## src/rtl/button_debouncer.sv

```systemverilog
// Push-button conditioner: 2-FF synchronizer followed by a counter-qualified stability FSM.
// Define DEBOUNCE_ACTIVE_LOW_EN to treat btn_in as an active-low (idle-high) pin.
module button_debouncer #(
   parameter int DEBOUNCE_CYCLES = 500000
) (
   input  logic clk,
   input  logic rst,
   input  logic enb,
   input  logic btn_in,
   output logic btn_clean,
   output logic busy
);

   localparam int CNT_W = (DEBOUNCE_CYCLES > 1) ? $clog2(DEBOUNCE_CYCLES) : 1;
   localparam logic [CNT_W-1:0] CNT_LAST = CNT_W'(DEBOUNCE_CYCLES - 1);

   typedef enum logic [1:0] {
      LOW,
      WAIT_HIGH,
      HIGH,
      WAIT_LOW
   } state_t;

`ifdef DEBOUNCE_ACTIVE_LOW_EN
   localparam logic SYNC_IDLE = 1'b1;
`else
   localparam logic SYNC_IDLE = 1'b0;
`endif

   logic             sync_ff1;
   logic             sync_ff2;
   logic             btn_sync;
   state_t           state_reg;
   state_t           state_next;
   logic [CNT_W-1:0] cnt_reg;
   logic [CNT_W-1:0] cnt_next;
   logic             btn_clean_next;
   logic             busy_next;

   // Synchronizer runs every cycle; the enable only gates the filter.
   always_ff @(posedge clk) begin
      if (rst) begin
         sync_ff1 <= SYNC_IDLE;
         sync_ff2 <= SYNC_IDLE;
      end else begin
         sync_ff1 <= btn_in;
         sync_ff2 <= sync_ff1;
      end
   end

`ifdef DEBOUNCE_ACTIVE_LOW_EN
   assign btn_sync = ~sync_ff2;
`else
   assign btn_sync = sync_ff2;
`endif

   always_ff @(posedge clk) begin
      if (rst) begin
         state_reg <= LOW;
         cnt_reg   <= '0;
         btn_clean <= 1'b0;
         busy      <= 1'b0;
      end else if (enb) begin
         state_reg <= state_next;
         cnt_reg   <= cnt_next;
         btn_clean <= btn_clean_next;
         busy      <= busy_next;
      end
   end

   always_comb begin
      state_next = state_reg;
      cnt_next   = cnt_reg;
      case (state_reg)
         LOW: begin
            if (btn_sync) begin
               state_next = WAIT_HIGH;
               cnt_next   = '0;
            end
         end
         WAIT_HIGH: begin
            // A reverting input wins over a simultaneous terminal count.
            if (!btn_sync) begin
               state_next = LOW;
               cnt_next   = '0;
            end else if (cnt_reg == CNT_LAST) begin
               state_next = HIGH;
               cnt_next   = '0;
            end else begin
               cnt_next = cnt_reg + CNT_W'(1);
            end
         end
         HIGH: begin
            if (!btn_sync) begin
               state_next = WAIT_LOW;
               cnt_next   = '0;
            end
         end
         WAIT_LOW: begin
            if (btn_sync) begin
               state_next = HIGH;
               cnt_next   = '0;
            end else if (cnt_reg == CNT_LAST) begin
               state_next = LOW;
               cnt_next   = '0;
            end else begin
               cnt_next = cnt_reg + CNT_W'(1);
            end
         end
         default: begin
            state_next = LOW;
            cnt_next   = '0;
         end
      endcase
   end

   // Outputs are decoded from the next state so they register alongside it.
   always_comb begin
      btn_clean_next = (state_next == HIGH) || (state_next == WAIT_LOW);
      busy_next      = (state_next == WAIT_HIGH) || (state_next == WAIT_LOW);
   end

endmodule

```

## config.mk

```make
export PLATFORM = sky130hd
export DESIGN_NAME = button_debouncer
export DESIGN_NICKNAME = d
export VERILOG_FILES = /design/src/rtl/button_debouncer.sv
export SDC_FILE = /design/constraint.sdc
export NUM_CORES = 1
export LEC_CHECK = 0
export ABC_AREA = 1
export ABC_CLOCK_PERIOD_IN_PS = 4000
export CORE_ASPECT_RATIO = 0.75
export CORE_MARGIN = 1
export CORE_UTILIZATION = 55
export CTS_CLUSTER_SIZE = 28
export DETAILED_ROUTE_END_ITERATION = 8
export PLACE_DENSITY = 0.84
export SLEW_MARGIN = 10
export SYNTH_ARGS = -nofsm -noshare
export SYNTH_HDL_FRONTEND = slang
export SYNTH_SLANG_ARGS = --single-unit
export TNS_END_PERCENT = 1
```

## constraint.sdc

```tcl
create_clock -name clk -period 4 [get_ports clk]
set_input_delay 0.6 -clock clk [delete_from_list [all_inputs] [get_ports clk]]
set_output_delay 0.6 -clock clk [all_outputs]
set_load 0.05 [all_outputs]
```

==> results of run 1 <==
[cell usage in the layout, fill, tap and decap left out]
cell type / instances
nand3_1: 17
a21oi_1: 7
nor3_2: 1
nor2_8: 1
o21ai_4: 1
nor2_1: 32
nand2_1: 45
ha_1: 1
xor2_1: 8
o21bai_2: 1
nand2_4: 2
clkbuf_4: 3
nor3_1: 2
nand4_1: 2
and2_1: 2
dfxtp_1: 24
xnor2_1: 1
inv_2: 4
nor2b_1: 1
clkbuf_8: 1
inv_1: 21
nand3_4: 2
o22ai_1: 1
o21ai_0: 3
nand3b_1: 1
nor2_4: 2
clkdlybuf4s50_1: 5
nor2_2: 4
[cells by family (layout without fill, tap and decap cells)]
family | Yosys count | in the layout | share of synthesized area, %
flip-flops | 24 | 24 | 36.23
AND/OR/NAND/NOR | 114 | 114 | 42.08
XOR/XNOR | 9 | 9 | 5.944
buffers and inverters | 27 | 34 | 8.491
adder cells (fa/ha/maj) | 1 | 1 | 0.9432
AO/OA/AOI/OAI | 13 | 13 | 6.321
[metal layers]
| metal | vias up | GRT usage, % |
|---|---|---|
| met5 | - | 0 |
| met4 | 0 | 4.286 |
| met3 | 2 | 6.140 |
| met2 | 16 | 36.09 |
| met1 | 496 | 30.23 |
| li1 | 599 | - |
[metrics by stage]
stage | worst slack, ps | util (%) | area [um2] | power [mW]
after detailed placement | 1819 | 61.15 | 1400 | 0.2694
after global routing | 1735 | 62.73 | 1436 | 0.4071
after global placement | 1870 | 61.15 | 1400 | 0.2687
final | 1801 | 62.73 | 1436 | 0.3879
after floorplan | 2330 | - | 1326 | 0.2635
after CTS | 1788 | 62.73 | 1436 | 0.3947
[final timing paths]
path         slack (ps)  cells past startpoint                        to                    start
max                1800                      1                      busy        busy$_SDFFE_PP0P_
min                 430                      2       btn_sync$_SDFF_PP0_      sync_ff1$_SDFF_PP0_
max reg2reg        2270                      8  cnt_reg[14]$_SDFFE_PP0P_  cnt_reg[1]$_SDFFE_PP0P_
min reg2reg         430                      2       btn_sync$_SDFF_PP0_      sync_ff1$_SDFF_PP0_
[power groups by stage]
| stage | registers (mW) | clock network (mW) | logic, mW |
|---|---|---|---|
| 2_1_floorplan | 0.249 | 0 | 0.0144 |
| 3_3_place_gp | 0.247 | 0 | 0.0214 |
| 3_5_place_dp | 0.247 | 0 | 0.0220 |
| 4_1_cts | 0.242 | 0.131 | 0.0221 |
| 5_1_grt | 0.242 | 0.141 | 0.0236 |
| 6_report | 0.242 | 0.124 | 0.0218 |
[cell type report]
type / count / area share, %
Sequential cell: 24 / 33.45
Clock buffer: 4 / 2.526
Inverter: 25 / 6.533
Timing Repair Buffer: 5 / 3.484
Multi-Input combinational cell: 137 / 51.05
Tap cell: 34 / 2.962
==> impl_metrics.ini, run 1 <==
[status]
status = finished, final reports clean

[cts]
cts_buffers = 3
clockBufferDepth = 2
ctsResizeCount = 0
cts_root_buf = clkbuf_4
postCtsHoldBufs = 0
clock_latency_ps = 310
htree_levels = 1
cts_tree = done
path_clk_slew_ps = 120
cts_sinks = 24
postCtsSetupBuffers = 0

[sta]
slew_headroom_pct = 67.11
min_period_over_period_pct = 54.98
setup-tns-final_ps = 0
worst_slew_pin_slew_ps = 491.8
drv_slew = 0
rsz0062_at_grt = false
fmax_mhz = 454.7
setup_violations = 0
skew_ps = 1.054
finalCriticalPeriod_ps = 2199
whs_ps = 428.2
finalHoldViolations = 0

[place]
place_congestion = 0.8300
io_buffer_count = 5
placedCellCount = 225
dp_hpwl_um = 2001

[setup_path]
required_ps = 3400
crit_path_cell_trace = clkdlybuf4s50_1
cp_max_fo = 6
cpMaxStageDelayCell = clkdlybuf4s50_1
cpPeakStageDelay_ps = 840
end_kind = primary output
path_buf_inv = 1
worstSetupStartpointType = flip-flop
worstSetupPathType = reg2out
critical_path.top_delay_family = buffers and inverters
worstPathArrival_ps = 1600

[yosys]
synthTopCellsByCount = nand2_1, nor2_1, dfxtp_1
synthMostInstantiatedCell = nand2_1
yosysSeqAreaShare_pct = 36.23
synth_edf_count = 0
synth-main-ff-cell = dfxtp_1
ys_ff_latch = 24
netlist.area_leader.share_pct = 36.23
synth-async-reset-ratio_pct = 0
synth_area_um2 = 1326
yosysUniqueCellTypes = 27
synth_nets = 193
syn_inst = 188
synth_top_area_cell = dfxtp_1
yosysWarnings = 0
synthTopCellsByArea = dfxtp_1, nand2_1, nor2_1
syn_avg_cell_area_um2 = 7.055

[cells_and_area]
multi_input_area_um2 = 733.2
nets = 201
syn_to_final_growth_pct = 8.302
num_antenna_cells = 0
largest_register_ffs = 19
drive_gt1_share_pct = 11.28
seqCellArea_um2 = 480.5
fillers = 215
fin_cells = 229

[pwr]
power_leakage_nw = 0.5723
power_switching_uw = 84.62
p_int_uw = 303.2
pwr-share-comb_pct = 5.6
p_per_area_nw_per_um2 = 270.0
clkPwrFrac_pct = 32.0
swShare_pct = 21.82
p_seq_share_pct = 62.4
vdd.ir_drop.worst_mv = 0.2217

[global_route]
antenna_found_initial = 0
grt_pass1_wl_um = 4340
grtUsageTotal_pct = 22.32
grt_remaining_overflow = 0
grt_max_degree = 17
grt_pass1_vias = 1025

[drt]
top_layer = met4
viasPerCell = 4.860
wl_per_cell_um = 10.81
dr.pass1.iters = 4
route.met3.wl_um = 85
wirelength_um = 2475
route.detailed.drc = 0
antenna_left = 0
num_vias = 1113
wl_met2_um = 1110
wl_met1_um = 1263
drtIter0Drc = 46

[floorplan]
dieArea_um2 = 2614
num_rows = 15
io_pins = 6
core-area_um2 = 2290
initial_core_util_pct = 57.92
die_h_um = 44.53
die_w_um = 58.70

[min_path]
hold_class = reg2reg

[job]
max_cap_violations = 0
No activity file was read; power rests on OpenSTA's default activity.
==> inputs of run 2 (changes only) <==
ABC_CLOCK_PERIOD_IN_PS = 2000   (was 4000)
CORE_UTILIZATION = 53   (was 55)
clock period = 2 ns   (was 4 ns; I/O delays follow)
==> run 2 against run 1 <==
Effect of this change: clock skew is 11 ps higher; largest cell class unchanged; wire length is 0.89% lower; non-clock buffer count increased by 2; critical path depth unchanged; clock-buffer cell count is 1 lower; critical path type unchanged.
==> impl_metrics.ini, run 2 (same netlist as run 1, synthesis figures left out) <==
[cts]
path_clk_slew_ps = 110
cts_root_buf = clkbuf_4
cts_buffers = 3
clock_latency_ps = 320
htree_levels = 1
cts_sinks = 24
ctsResizeCount = 0
cts_tree = done
postCtsHoldBufs = 0
postCtsSetupBuffers = 0
clockBufferDepth = 2

[setup_path]
cp_max_fo = 6
r2r_start = cnt_reg[1]$_SDFFE_PP0P_
reg2reg_slack_ps = 320
worstSetupPathType = reg2out
end_kind = primary output
cpPeakStageDelay_ps = 840
cpMaxStageDelayCell = clkdlybuf4s50_1
worstPathArrival_ps = 1590
worstSetupStartpointType = flip-flop
crit_path_cell_trace = clkdlybuf4s50_1
worst_r2r_endpoint = cnt_reg[14]$_SDFFE_PP0P_
reg2reg_depth = 8
critical_path.top_delay_family = buffers and inverters
path_buf_inv = 1
required_ps = 1700

[cells_and_area]
syn_to_final_growth_pct = 8.396
nets = 203
fin_cells = 230
drive_gt1_share_pct = 11.73
final_util_pct = 61.77
num_antenna_cells = 0
final_common_cell = nand2_1
final_cell_mix = nand2_1, nor2_1, dfxtp_1
largest_register_ffs = 19

[pwr]
p_seq_share_pct = 65.7
swShare_pct = 22.83
finalPower_uw = 736.5
clkPwrFrac_pct = 28.0
p_per_area_nw_per_um2 = 512.3
p_int_uw = 568.3
power_leakage_nw = 0.5748
power_switching_uw = 168.1
pwr-share-comb_pct = 6.3
vdd.ir_drop.worst_mv = 0.4430

[drt]
wl_met2_um = 1103
antenna_left = 0
viasPerCell = 5.039
wirelength_um = 2453
dr.pass1.iters = 4
wl_met1_um = 1182
top_layer = met4
num_vias = 1159
wl_per_cell_um = 10.67
drtIter0Drc = 73
route.detailed.drc = 0
route.met3.wl_um = 138

[sta]
min_period_over_period_pct = 94.61
fmax_mhz = 528.5
slew_headroom_pct = 66.60
finalHoldViolations = 0
rsz0062_at_grt = false
finalCriticalPeriod_ps = 1892
setup-tns-final_ps = 0
worst_slew_pin_slew_ps = 499.4
skew_ps = 12.43
drv_slew = 0
setup_violations = 0

[floorplan]
die_w_um = 59.76
initial_core_util_pct = 56.99
die_h_um = 45.32
num_rows = 15
dieArea_um2 = 2708
core-area_um2 = 2327
io_pins = 6

[min_path]
worstHoldEndpoint = btn_sync$_SDFF_PP0_
worstHoldPathCells = 2
hold_class = reg2reg
hold_start = sync_ff1$_SDFF_PP0_

[global_route]
grt_max_degree = 17
grt_remaining_overflow = 0
antenna_found_initial = 0
grtUsageTotal_pct = 20.81
grt_pass1_wl_um = 4077
grt_pass1_vias = 934

[place]
place_congestion = 0.8445
placedCellCount = 227
io_buffer_count = 5
dp_hpwl_um = 1921

[status]
status = finished, final reports clean

[job]
max_cap_violations = 0
run 2: changes by cell type in the layout (fill, tap and decap cells not counted), sizes merged:
| cell | delta |
|---|---|
| buf | +2 |
| clkbuf | -1 |
run 2: worst max path at each step:
stage               cells after the start  slack (ps)                        to              start
floorplan                               8         330  cnt_reg[11]$_SDFFE_PP0P_  busy$_SDFFE_PP0P_
global placement                        7         310   cnt_reg[5]$_SDFFE_PP0P_                enb
detailed placement                      7         270  cnt_reg[11]$_SDFFE_PP0P_                enb
CTS                                     1         100                      busy  busy$_SDFFE_PP0P_
global route                            1          50                      busy  busy$_SDFFE_PP0P_
finish                                  1         110                      busy  busy$_SDFFE_PP0P_
run 2: metal layers:
metal	track usage [%]	up-vias
met2	32.00	32
met1	28.62	518
met4	5.581	0
met3	6.017	5
li1	-	604
met5	0	-
run 2: through the flow:
| step | setup slack (ps) | cell area (um2) | hold WS, ps |
|---|---|---|---|
| after CTS | 95.45 | 1438 | 408.7 |
| after global placement | 314.2 | 1415 | 391.6 |
| final | 107.8 | 1438 | 407.0 |
| after detailed placement | 268.4 | 1415 | 392.0 |
| after floorplan | 330.2 | 1326 | 369.1 |
| after global routing | 45.06 | 1438 | 436.8 |
run 2: power groups by stage:
stage,sequential (mW),clock [mW],combinational [mW]
after floorplan,0.498,0,0.0288
after global placement,0.495,0,0.0456
after detailed placement,0.495,0,0.0465
after CTS,0.484,0.218,0.0465
after global routing,0.485,0.231,0.0502
final,0.484,0.206,0.0464
run 2: final cells by class:
type | count | area, um2
Timing Repair Buffer | 7 | 65.06
Multi-Input combinational cell | 137 | 733.2
Tap cell | 34 | 42.54
Clock buffer | 3 | 22.52
Fill cell | 228 | 889.6
Sequential cell | 24 | 480.5
Inverter | 25 | 93.84
==> inputs of run 3 (changes only) <==
ABC_CLOCK_PERIOD_IN_PS = 2400   (was 2000)
CORE_UTILIZATION = 55   (was 53)
clock period = 2.4 ns   (was 2 ns; I/O delays follow)
==> run 3 against run 2 <==
Effect of this change: clock power hardly changed; critical endpoint unchanged; via count is 2.9% lower; combinational power is 21% lower; final area hardly changed; highest routed layer unchanged.
==> impl_metrics.ini, run 3 (same netlist as run 1, synthesis figures left out) <==
[status]
status = finished, final reports clean

[cells_and_area]
drive_gt1_share_pct = 11.28
syn_to_final_growth_pct = 8.302
nets = 201
final_cell_mix = nand2_1, nor2_1, dfxtp_1
largest_register_ffs = 19
num_antenna_cells = 0
final_common_cell = nand2_1
final_util_pct = 62.73

[sta]
finalWorstSetupSlack_ps = 442.3
finalHoldViolations = 0
rsz0062_at_grt = false
skew_ps = 3.745
min_period_over_period_pct = 81.57
slew_headroom_pct = 66.90
drv_slew = 0
setup-tns-final_ps = 0
worst_slew_pin_slew_ps = 495.0
finalCriticalPeriod_ps = 1958
fmax_mhz = 510.8
setup_violations = 0

[job]
max_cap_violations = 0

[drt]
route.detailed.drc = 0
drtIter0Drc = 46
wl_per_cell_um = 10.89
viasPerCell = 4.913
num_vias = 1125
dr.pass1.iters = 4
antenna_left = 0
wirelength_um = 2493

[place]
dp_hpwl_um = 2018
place_congestion = 0.8300
preCtsSetupSlack_ps = 456.3
io_buffer_count = 5

[setup_path]
cpMaxStageDelayCell = clkdlybuf4s50_1
worstSetupPathType = reg2out
worstPathArrival_ps = 1600
cpPeakStageDelay_ps = 840
end_kind = primary output
path_buf_inv = 1
crit_path_cell_trace = clkdlybuf4s50_1
worstSetupStartpointType = flip-flop
reg2reg_slack_ps = 670
required_ps = 2040
critical_path.top_delay_family = buffers and inverters
cp_max_fo = 6

[pwr]
p_per_area_nw_per_um2 = 451.4
power_leakage_nw = 0.5723
vdd.ir_drop.worst_mv = 0.3653

[global_route]
grt_pass1_wl_um = 4471
grtUsageTotal_pct = 22.79
grt_pass1_vias = 1026
antenna_found_initial = 0
grt_max_degree = 17
grt_remaining_overflow = 0

[floorplan]
initial_core_util_pct = 57.92
die_w_um = 58.70
io_pins = 6
die_h_um = 44.53
dieArea_um2 = 2614
num_rows = 15
core-area_um2 = 2290

[cts]
postCtsSetupBuffers = 0
htree_levels = 1
clockBufferDepth = 2
cts_buffers = 3
ctsResizeCount = 0
cts_tree = done
clock_latency_ps = 310
path_clk_slew_ps = 120
cts_sinks = 24
postCtsHoldBufs = 0
cts_root_buf = clkbuf_4

[min_path]
hold_class = reg2reg
==> run 3: final timing paths <==
path / cells after the start / from / end
worst max-delay path: 1 / busy$_SDFFE_PP0P_ / busy
worst min-delay path: 2 / sync_ff1$_SDFF_PP0_ / btn_sync$_SDFF_PP0_
worst max register to register: 8 / cnt_reg[1]$_SDFFE_PP0P_ / cnt_reg[14]$_SDFFE_PP0P_
worst min register to register: 2 / sync_ff1$_SDFF_PP0_ / btn_sync$_SDFF_PP0_
==> run 3: power breakdown <==
part	internal (mW)	switching, mW
combinational	0.0117	0.0248
clock	0.0928	0.116
sequential	0.401	0.00240
==> run 3: cell type report <==
| cell class | count | area, um2 |
|---|---|---|
| Tap cell | 34 | 42.54 |
| Clock buffer | 4 | 36.28 |
| Multi-Input combinational cell | 137 | 733.2 |
| Fill cell | 226 | 853.3 |
| Sequential cell | 24 | 480.5 |
| Timing Repair Buffer | 5 | 50.05 |
| Inverter | 25 | 93.84 |
==> run 3: worst reg2reg max path: stages (launching register included) <==
cell and delay [ps]:
dfxtp_1 370, ha_1 170, nand3_1 140, inv_1 130, nand3_1 100, nor2_2 130
nor2_2 80, o21ai_4 370, nor2_1 110
==> run 3: routing by layer <==
layer	wire [um]	global-route usage, %	up-vias
li1	-	-	601
met1	1268	31.55	505
met2	1126	36.09	15
met3	82	6.140	4
met4	17	4.286	0
met5	0	0	-
==> run 3: metrics by stage <==
step	total power, mW	hold slack (ps)	instance area [um2]	std cells
after floorplan	0.4392	388.3	1326	188
after global placement	0.4478	400.0	1400	225
after detailed placement	0.4488	412.2	1400	225
after CTS	0.6586	432.2	1436	229
after global routing	0.6808	453.6	1436	229
final	0.6483	426.8	1436	229
